**config.mk**
```make
export PLATFORM = sky130hd
export DESIGN_NAME = imem_arbiter
export DESIGN_NICKNAME = d
export VERILOG_FILES = /design/src/rtl/imem_pkg.sv /design/src/rtl/imem_arbiter_rr_arbiter2.sv /design/src/rtl/imem_arbiter.sv
export SDC_FILE = /design/constraint.sdc
export NUM_CORES = 1
export LEC_CHECK = 0
export BUFFER_PORTS_ARGS = -buffer_cell sky130_fd_sc_hd__clkbuf_2
export CAP_MARGIN = 20
export CORE_AREA = 4 4 88 90
export CTS_BUF_LIST = sky130_fd_sc_hd__clkbuf_4
export DETAILED_ROUTE_END_ITERATION = 8
export DIE_AREA = 0 0 92 94
export PLACE_DENSITY_LB_ADDON = 0.2
export SLEW_MARGIN = 40
export SYNTH_ARGS = -nofsm -noshare
export SYNTH_HDL_FRONTEND = slang
export SYNTH_SLANG_ARGS = --single-unit
```
**constraint.sdc**
```tcl
create_clock -name clk -period 1.6 [get_ports clk]
set_clock_uncertainty 0.2 [all_clocks]
set_input_delay 0.16 -clock clk [delete_from_list [all_inputs] [get_ports clk]]
set_output_delay 0.16 -clock clk [all_outputs]
set_load 0.02 [all_outputs]
```
**src/rtl/imem_pkg.sv**
```systemverilog
// Shared types and constants for the instruction-memory arbiter.
//   imem_arb_state_t : sequencer state encoding
//   BYTES_PER_WORD   : bytes assembled into one response word
//   BEAT_W           : width of the byte-beat counter
package imem_pkg;

  typedef enum logic [1:0] {
    IDLE,
    READ,
    RESP
  } imem_arb_state_t;

  localparam int BYTES_PER_WORD = 4;
  localparam int BEAT_W         = 2;

endpackage

```
**src/rtl/imem_arbiter_rr_arbiter2.sv**
```systemverilog
// Two-way round-robin arbiter.
//   clk, rst_n : clock, synchronous active-low reset
//   valid[1:0] : request valids, bit N = port N
//   update     : record the current grant as the last winner
//   grant[1:0] : one-hot grant (zero when no valid)
//   grant_idx  : index of the granted port
module rr_arbiter2 (
  input  logic       clk,
  input  logic       rst_n,
  input  logic [1:0] valid,
  input  logic       update,
  output logic [1:0] grant,
  output logic       grant_idx
);

  // Starts at 1 so port 0 wins the first tie after reset.
  logic last_grant;

  always_comb begin
    grant = 2'b00;
    case (valid)
      2'b01:   grant = 2'b01;
      2'b10:   grant = 2'b10;
      2'b11:   grant = last_grant ? 2'b01 : 2'b10;
      default: grant = 2'b00;
    endcase
  end

  assign grant_idx = grant[1];

  always_ff @(posedge clk) begin
    if (!rst_n) begin
      last_grant <= 1'b1;
    end else if (update && (grant != 2'b00)) begin
      last_grant <= grant_idx;
    end
  end

endmodule

```
**src/rtl/imem_arbiter.sv**
```systemverilog
// Shares one byte-wide instruction memory between fetch (port 0) and
// data/debug (port 1). Each accepted request reads 4 consecutive bytes
// and returns them big-endian as one 32-bit word.
//   clk, rst_n                     : clock, synchronous active-low reset
//   reqN_valid/addr/ready          : request channel, port N
//   rspN_valid/ready/data/err      : response channel, port N
//   mem_req, mem_addr, mem_rdata   : byte read port, rdata combinational
//
// state | meaning
// IDLE  | arbitrate, accept one request
// READ  | four byte beats from the memory
// RESP  | word presented to the owner until it handshakes
module imem_arbiter import imem_pkg::*; #(
  parameter int ADDR_WIDTH = 7,
  parameter int DATA_WIDTH = 8
) (
  input  logic                  clk,
  input  logic                  rst_n,
  input  logic                  req0_valid,
  input  logic [31:0]           req0_addr,
  output logic                  req0_ready,
  output logic                  rsp0_valid,
  input  logic                  rsp0_ready,
  output logic [31:0]           rsp0_data,
  output logic                  rsp0_err,
  input  logic                  req1_valid,
  input  logic [31:0]           req1_addr,
  output logic                  req1_ready,
  output logic                  rsp1_valid,
  input  logic                  rsp1_ready,
  output logic [31:0]           rsp1_data,
  output logic                  rsp1_err,
  output logic                  mem_req,
  output logic [ADDR_WIDTH-1:0] mem_addr,
  input  logic [DATA_WIDTH-1:0] mem_rdata
);

  imem_arb_state_t       state, next_state;
  logic [1:0]            grant;
  logic                  grant_idx;
  logic                  accept;
  logic [31:0]           sel_addr;
  logic                  oor;
  logic [BEAT_W-1:0]     beat;
  logic [31:0]           word;
  logic                  owner;
  logic [ADDR_WIDTH-1:0] base;
  logic                  err;
  logic [ADDR_WIDTH-1:0] rd_addr;

  rr_arbiter2 u_rr (
    .clk       (clk),
    .rst_n     (rst_n),
    .valid     ({req1_valid, req0_valid}),
    .update    (accept),
    .grant     (grant),
    .grant_idx (grant_idx)
  );

  assign sel_addr = grant_idx ? req1_addr : req0_addr;
  // Any address bit above the memory's range makes the request an error.
  assign oor      = (sel_addr >> ADDR_WIDTH) != 32'd0;
  // Modulo add: a read starting near the top wraps to address 0.
  assign rd_addr  = base + ADDR_WIDTH'(beat);

  always_ff @(posedge clk) begin
    if (!rst_n) state <= IDLE;
    else        state <= next_state;
  end

  always_comb begin
    next_state = state;
    accept     = 1'b0;
    req0_ready = 1'b0;
    req1_ready = 1'b0;
    rsp0_valid = 1'b0;
    rsp1_valid = 1'b0;
    mem_req    = 1'b0;
    mem_addr   = '0;
    case (state)
      IDLE: begin
        // Gated by rst_n so no request looks accepted while reset is held.
        if (rst_n && (grant != 2'b00)) begin
          accept     = 1'b1;
          req0_ready = grant[0];
          req1_ready = grant[1];
          next_state = oor ? RESP : READ;
        end
      end
      READ: begin
        mem_req  = 1'b1;
        mem_addr = rd_addr;
        if (beat == BEAT_W'(BYTES_PER_WORD - 1)) next_state = RESP;
      end
      RESP: begin
        rsp0_valid = !owner;
        rsp1_valid = owner;
        if (owner ? rsp1_ready : rsp0_ready) next_state = IDLE;
      end
      default: next_state = IDLE;
    endcase
  end

  always_ff @(posedge clk) begin
    if (!rst_n) begin
      beat  <= '0;
      word  <= '0;
      owner <= 1'b0;
      base  <= '0;
      err   <= 1'b0;
    end else begin
      if (accept) begin
        owner <= grant_idx;
        base  <= sel_addr[ADDR_WIDTH-1:0];
        beat  <= '0;
        err   <= oor;
        if (oor) word <= '0;
      end
      if (state == READ) begin
        // First byte read lands in the most significant byte.
        case (beat)
          2'd0: word[31:24] <= mem_rdata;
          2'd1: word[23:16] <= mem_rdata;
          2'd2: word[15:8]  <= mem_rdata;
          2'd3: word[7:0]   <= mem_rdata;
          default: ;
        endcase
        beat <= beat + 1'b1;
      end
    end
  end

  // Both ports see the shared word; it only matters to the owner while valid.
  assign rsp0_data = word;
  assign rsp1_data = word;
  assign rsp0_err  = err;
  assign rsp1_err  = err;

endmodule

```
# After elaboration in Yosys (flattened, before gate mapping)
# Cells that the tools add are included.
# word_totals
inputBits	78
wordCells	57
output_inout_bits	78
regBits	46
# op_classes
n_mux	28
reduce_logical	9
add_sub_neg	2
eq_ne	11
# op_table
op	n
$mux W32	4
$mux W8	4
$reduce_bool A32 Y1	1
$mux W2	7
$pmux W2 S3	2
$eq A2 B2 Y1 const B	5
$mux W1	10
$add A7 B2 Y7	1
$mux W7	1
$eq A2 B1 Y1 const B	3
$ne A2 B2 Y1 const B	3
$logic_not A2 Y1	2
$reduce_bool A2 Y1	2
$reduce_and A3 Y1	1
$add A2 B1 Y2 const B	1
$logic_and A1 B1 Y1	2
$logic_not A1 Y1	1

# Longest topological paths before layout
# Gate-level depths: netlist of run 1.
# depth
ltp_word	9
depth_mapped	8
mapped_depth_nobuf	6

# By module
# Synthesis of run 1 repeated with hierarchy kept, for this count alone.
# unflattened
hier_cells	309
hier_area_um2	2810.2
# modules_own_cells
module	cells_each	seq_area_each_um2	area_each_um2	instances
imem_arbiter	301	900.9	2743.9	1
rr_arbiter2	8	20.0	66.3	1

# Worst setup path before layout of run 1
# Ideal clock, no wire load.
# synth_timing
path_type	flip-flop to output port
startpoint	register beat[0]
endpoint	output mem_addr[6]
n_path_buf	0
path_stages_with_launch	7
path_slack_ns	-0.281
arrival_ns	1.521
t_required_ns	1.240
path_cell_list	dfxtp_1 -> ha_1 -> fa_1 -> nand3_1 -> nor2_1 -> xnor2_1 -> nor2_1
# synth_between
elab_chain_cells	2
# synth_lines
item	line_no	rtl
from (decl)	imem_arbiter.sv:44	logic [BEAT_W-1:0] beat;
from (signal assigned)	imem_arbiter.sv:128	beat <= beat + 1'b1;
$add A7 B2 Y7	imem_arbiter.sv:64	assign rd_addr = base + ADDR_WIDTH'(beat);
$mux W7	imem_arbiter.sv:80	case (state)
to (decl)	imem_arbiter.sv:34	output logic [ADDR_WIDTH-1:0] mem_addr,
# No other way between the ends.

# Worst setup path in the final report of run 1
# layout_timing
startpoint	register base[0]
endpoint	output mem_addr[6]
# layout_between
elab_chain_cells	2
# layout_lines
item	line_no	rtl
from (decl)	imem_arbiter.sv:47	logic [ADDR_WIDTH-1:0] base;
from (signal assigned)	imem_arbiter.sv:114	base <= sel_addr[ADDR_WIDTH-1:0];
$add A7 B2 Y7	imem_arbiter.sv:64	
$mux W7	imem_arbiter.sv:80	
# No other way between the ends.

==> flow_summary.ini, run 1 <==
[status]
outcome = finished, violations left
violations = negative setup slack

[yosys]
synth_top_family_by_area = simple AND/OR/NAND/NOR gates
synth.cell_area_mm2 = 0.00278
synth_compound_gate_area_share_pct = 21.3
asyncSetResetFlopFracSynth_pct = 0
post_synth_inst_count = 307
post_synth_adder_cell_area_pct = 3.42
synth_top_area_share_pct = 33.1
synth_simple_gate_area_share_pct = 22.6
synth-seq-cells = 46
synth.lib_cells_used.distinct = 47
synth_top_cells_by_area = sky130_fd_sc_hd__dfxtp_1, sky130_fd_sc_hd__a221oi_2, sky130_fd_sc_hd__buf_4
ys_warn_count = 0
synth_edf_count = 0
synthXorXnorAreaFrac_pct = 1.58
synth_nets = 392
most_common_flop_cell_mapped_by_yosys = sky130_fd_sc_hd__dfxtp_1
synth-seq-area-share_pct = 33.1
mean_instance_size_in_the_synthesized_netlist_um2 = 9.05
yosysTopAreaCell = sky130_fd_sc_hd__dfxtp_1
synth.mux.area_fraction_pct = 2.52

[worst_setup_path]
worst_setup_path_endpoint = mem_addr[6]
timing.critical_path.cells = ha_4 > fa_2 > nand3_2 > nor2_2 > xnor2_2 > nor2_2 > clkbuf_8
criticalPathCategory = flip-flop to output pin
crit_arrival_ns = 1.81
critical_path_startpoint_category = flip-flop
startpoint_of_the_worst_slack_reg_to_reg_timing_path = u_rr.last_grant
r2r-end = rsp0_data[11]
critical_path_buf_inv_count = 1
worstSetupStartpoint = base[0]
logic_depth_of_the_worst_register_to_register_path = 7
critical-path-top-delay-family = adder cells
worst-path-max-fanout = 2
cp_slowest_stage_delay_ns = 0.36
most_prevalent_standard_cell_on_the_critical_path = sky130_fd_sc_hd__nor2_2
timing.reg2reg.setup_slack_ns = -0.21
cp-end-kind = output pin
endpoint_required_time_on_the_critical_path_ns = 1.24
timing.critical_path.depth = 7
crit_path_max_delay_cell_type = sky130_fd_sc_hd__dfxtp_2

[route]
detail_route.vias_per_cell = 5.16
first_pass_iters = 4
wirelength_um = 9580
ant_nets = 0
drc = 0
first_iter_violations = 127
wl_per_cell_um = 16.0
detailroute.via_count = 3083

[global_route]
grt.overflow.total = 0
grt_start_max_net_pins = 37
grt_first_pass_wirelength_um = 14800
antenna_found_initial = 0
track_usage_pct = 21.1
grt_pass1_vias = 3006

[floorplan]
core-area_mm2 = 0.00706
rows = 31
floorplan.initialDensity_pct = 39.4
ios = 156
chipHeight_um = 94
chipWidth_um = 92
die-area_mm2 = 0.00865

[timing]
timing_max_transition_violations_final = 0
slew_at_the_pin_closest_to_its_max_slew_limit_ns = 0.614
setup_violations = 48
fin_crit_ns = 2.17
worst_slack_ns = -0.572
max_freq_mhz = 460
slew-limit-headroom_pct = 59.1
hold_violations = 0
final.period_utilization_pct = 136
rsz0062_at_grt = yes

[cells_and_area]
layout-drive-gt1-share_pct = 60.3
area_delta_synth_final_pct = 66.8
leading_cell_types_in_the_layout_fill_and_taps_excluded = sky130_fd_sc_hd__clkbuf_2, sky130_fd_sc_hd__dfxtp_1, sky130_fd_sc_hd__nand3_1
fin_util_pct = 65.7
finish.net_count = 583
diodes = 0
mostFrequentLayoutCell = sky130_fd_sc_hd__clkbuf_2

[pwr]
power.switching_fraction_pct = 31.2
clock_group_share_of_total_power_pct = 22.7
ir_drop_worst_vdd_mv = 0.379
power_switching_uw = 821
p_int_uw = 1810
power.combinational.fraction_pct = 29.7
cellLeakagePower_uw = 0.00199
finalPower_uw = 2640
seq_power_share_pct = 47.6
powerDensity_mw_per_mm2 = 569

[job]
number_of_max_capacitance_violations_reported = 0

[clocking]
h-tree-depth = 2
cts.root.buffer_cell = sky130_fd_sc_hd__clkbuf_4
clock_sink_count = 46
cts_tree = built
cts.clk_slew.worst_paths_ns = 0.13
cts-buffers-inserted = 5
max-clock-path-buffers = 2
worst_skew_pair.late_latency_ns = 0.35

[worst_hold_path]
min-delay-path-class = input port to flip-flop

[placed_design]
detailedPlacementHpwl_um = 5840
routabilityCongestion = 0.799
dpl_worst_slack_ns = -0.205
portBuffers = 155
-- worst reg2reg max path, stage by stage, from the launching register on --
cell and delay [ns]:
sky130_fd_sc_hd__dfxtp_2 0.39, sky130_fd_sc_hd__a21boi_4 0.08, sky130_fd_sc_hd__nand4b_1 0.19, sky130_fd_sc_hd__o22a_4 0.28, sky130_fd_sc_hd__buf_6 0.14, sky130_fd_sc_hd__buf_12 0.13
sky130_fd_sc_hd__buf_16 0.13, sky130_fd_sc_hd__a221oi_2 0.23
-- logic make-up after synthesis --
family,after synthesis
simple gates,126
buf+inv,62
compound gates,54
flops,46
mux,7
fa+ha+maj,7
xor+xnor,5
-- registers in the layout (all words and copies together), names as in the netlist --
signal           flops
base                 7
beat                 2
owner                1
rsp0_data           32
rsp0_err             1
state                2
u_rr.last_grant      1
-- Yosys cell counts, types with 5 or more instances --
master / count
sky130_fd_sc_hd__a21oi_1: 5
sky130_fd_sc_hd__a221oi_1: 5
sky130_fd_sc_hd__a221oi_2: 27
sky130_fd_sc_hd__buf_2: 9
sky130_fd_sc_hd__buf_4: 34
sky130_fd_sc_hd__clkbuf_1: 8
sky130_fd_sc_hd__dfxtp_1: 46
sky130_fd_sc_hd__ha_1: 6
sky130_fd_sc_hd__mux2i_1: 7
sky130_fd_sc_hd__nand2_1: 40
sky130_fd_sc_hd__nand3_1: 40
sky130_fd_sc_hd__nor2_1: 13
sky130_fd_sc_hd__nor4_1: 10
sky130_fd_sc_hd__o21ai_0: 5
-- how the worst min path moves through the flow --
stage | from | to | slack (ns) | depth (start not counted)
after CTS | req1_valid | u_rr.last_grant | 0.02 | 4
after global placement | req0_addr[6] | base[6] | 0.23 | 3
final | rst_n | base[0] | 0.05 | 4
after global routing | rst_n | base[0] | 0.06 | 4
after floorplan | mem_rdata[3] | rsp0_data[19] | 0.12 | 2
after detailed placement | req0_addr[1] | base[1] | 0.24 | 3
-- area by class of cell --
type,instances,area (µm²)
clock buffer,6,45.0
clock inverter,2,13.8
fill,591,2420
inverter,5,26.3
multi-input combinational,199,1690
sequential,46,933
tap,99,124
timing repair buffer,240,1800
timing repair inverter,1,7.51
-- power groups by stage --
stage | sequential [µW] | combinational [µW] | clock [µW]
2_1_floorplan | 1260 | 293 | 0
3_3_place_gp | 1270 | 515 | 0
3_5_place_dp | 1270 | 523 | 0
4_1_cts | 1250 | 697 | 609
5_1_grt | 1260 | 838 | 638
6_report | 1260 | 783 | 598
-- what timing repair did --
action	CTS	global route
cloned	7	0
hold endpoints to repair	40	0
endpoints found under the setup margin	41	50
resized for setup	75	25
buffers inserted	19	12
hold buffers	24	0
pin swaps	22	15
-- per-stage QoR --
stage	TNS (ns)	hold slack [ns]	instances	area (µm²)
2_1_floorplan	-1.24	0.125	307	2860
3_3_place_gp	-3.21	0.229	531	3570
3_5_place_dp	-4.17	0.239	531	3570
4_1_cts	-8.98	0.0209	589	4500
5_1_grt	-10.27	0.0642	598	4630
6_report	-7.54	0.0521	598	4630
-- routing by layer --
layer  part of all wire [%]  GRT usage, %
met1                     42          26.5
met2                     51          37.7
met3                    5.7          3.45
met4                    1.7          5.45
met5                      0             0
Power figures use the tool's default switching activity.
==> run 2: changes to the inputs <==
--- a/config.mk
+++ b/config.mk
@@ -12,6 +12,7 @@
 export DETAILED_ROUTE_END_ITERATION = 8
 export DIE_AREA = 0 0 92 94
 export PLACE_DENSITY_LB_ADDON = 0.2
+export SETUP_SLACK_MARGIN = 0.2
 export SLEW_MARGIN = 40
 export SYNTH_ARGS = -nofsm -noshare
 export SYNTH_HDL_FRONTEND = slang
==> flow_summary.ini, run 2 (synthesis gave the netlist of run 1 again) <==
[clocking]
cts-buffers-inserted = 5
cts.clk_slew.worst_paths_ns = 0.14
max-clock-path-buffers = 2
worst_skew_pair.late_latency_ns = 0.37
clock_sink_count = 46
cts.root.buffer_cell = sky130_fd_sc_hd__clkbuf_4
cts_tree = built
h-tree-depth = 2

[worst_setup_path]
crit_arrival_ns = 1.80
logic_depth_of_the_worst_register_to_register_path = 7
critical_path_startpoint_category = flip-flop
timing.reg2reg.setup_slack_ns = -0.24
worst-path-max-fanout = 2
criticalPathCategory = flip-flop to output pin
endpoint_required_time_on_the_critical_path_ns = 1.24
cp-end-kind = output pin

[route]
detailroute.via_count = 2988
detail_route.vias_per_cell = 5.06
first_iter_violations = 106
first_pass_iters = 4
wl_per_cell_um = 15.5
drc = 0
wirelength_um = 9170
ant_nets = 0

[cells_and_area]
layout-drive-gt1-share_pct = 61.8
area_delta_synth_final_pct = 67.6
diodes = 0
leading_cell_types_in_the_layout_fill_and_taps_excluded = sky130_fd_sc_hd__clkbuf_2, sky130_fd_sc_hd__dfxtp_1, sky130_fd_sc_hd__nand2_1
finish.net_count = 576
largest_register_ff_count = 32
mostFrequentLayoutCell = sky130_fd_sc_hd__clkbuf_2

[floorplan]
chipHeight_um = 94
die-area_mm2 = 0.00865
chipWidth_um = 92
ios = 156
core-area_mm2 = 0.00706
floorplan.initialDensity_pct = 39.4
rows = 31

[timing]
setup_violations = 51
worst_slack_ns = -0.556
slew-limit-headroom_pct = 68.4
timing_max_transition_violations_final = 0
hold_violations = 0
hold_ws_ns = 0.0358
rsz0062_at_grt = yes
fin_crit_ns = 2.16
slew_at_the_pin_closest_to_its_max_slew_limit_ns = 0.468
final.period_utilization_pct = 135
max_freq_mhz = 464

[pwr]
powerDensity_mw_per_mm2 = 563
ir_drop_worst_vdd_mv = 0.357
cellLeakagePower_uw = 0.00195

[status]
outcome = finished, violations left
violations = negative setup slack

[worst_hold_path]
min-delay-path-class = input port to flip-flop
worstHoldPathCells = 4

[placed_design]
portBuffers = 155
detailedPlacementHpwl_um = 6050
dpl_worst_slack_ns = -0.176
routabilityCongestion = 0.828

[global_route]
grt_first_pass_wirelength_um = 14400
track_usage_pct = 20.6
grt_start_max_net_pins = 21
antenna_found_initial = 0
grt_pass1_vias = 2977
grt.overflow.total = 0

[job]
number_of_max_capacitance_violations_reported = 0
==> run 2: cell types whose count changed in the layout (fill, tap and decap cells not counted), sizes merged <==
cell | previous run | this run
buf | 68 | 62
clkbuf | 154 | 153
clkinvlp | 1 | 0
dlygate4sd3 | 24 | 25
==> run 2: through the flow <==
stage / std cells / total power, µW / utilization, % / setup TNS, ns / cell area [µm²]
finish: 591 / 2620 / 66.0 / -9.67 / 4660
global route: 591 / 2770 / 66.0 / -13.63 / 4660
CTS: 584 / 2580 / 63.4 / -8.51 / 4480
detailed placement: 531 / 1830 / 51.9 / -4.04 / 3670
global placement: 531 / 1820 / 51.9 / -3.85 / 3670
floorplan: 307 / 1610 / - / -1.08 / 3000
==> run 2: worst paths after layout <==
check                                      from            to
worst max-delay path                    beat[0]   mem_addr[6]
worst min-delay path                      rst_n       base[5]
worst max register to register  u_rr.last_grant  rsp0_data[2]
worst min register to register          base[0]       base[0]
==> run 2: worst max-delay path, cell delays in order, from the launching register on <==
cell                       delay (ns)
sky130_fd_sc_hd__dfxtp_2         0.36
sky130_fd_sc_hd__ha_4            0.16
sky130_fd_sc_hd__fa_2            0.35
sky130_fd_sc_hd__nand3_2         0.10
sky130_fd_sc_hd__nor2_2          0.05
sky130_fd_sc_hd__xnor2_2         0.13
sky130_fd_sc_hd__nor2_2          0.11
sky130_fd_sc_hd__clkbuf_8        0.16
==> run 2: repair_timing <==
| action | 4_1_cts | 5_1_grt |
|---|---|---|
| pin swaps | 15 | 14 |
| hold buffers | 25 | 0 |
| setup endpoints to repair | 57 | 59 |
| setup buffers | 16 | 6 |
| resized for setup | 63 | 30 |
| cloned | 4 | 1 |
| hold endpoints to repair | 40 | 0 |
==> run 2: final cells by class <==
cell class / instances / area, µm²
multi-input combinational: 199 / 1720
timing repair buffer: 234 / 1790
inverter: 5 / 26.3
fill: 579 / 2400
clock buffer: 6 / 45.0
sequential: 46 / 941
tap: 99 / 124
clock inverter: 2 / 13.8
==> run 2: metal layers <==
layer / up-vias / track usage, % / share of wire [%]
li1: 1467 / - / -
met1: 1378 / 25.3 / 40
met2: 129 / 35.3 / 51
met3: 14 / 6.01 / 8.0
met4: 0 / 5.69 / 1.7
met5: - / 0 / 0
==> run 2: power by group <==
| part | leakage [µW] | internal [µW] | total (µW) | switching, µW |
|---|---|---|---|---|
| sequential | 0.000377 | 1200 | 1260 | 67.9 |
| clock | 0.0000356 | 190 | 587 | 397 |
| combinational | 0.00154 | 428 | 772 | 344 |
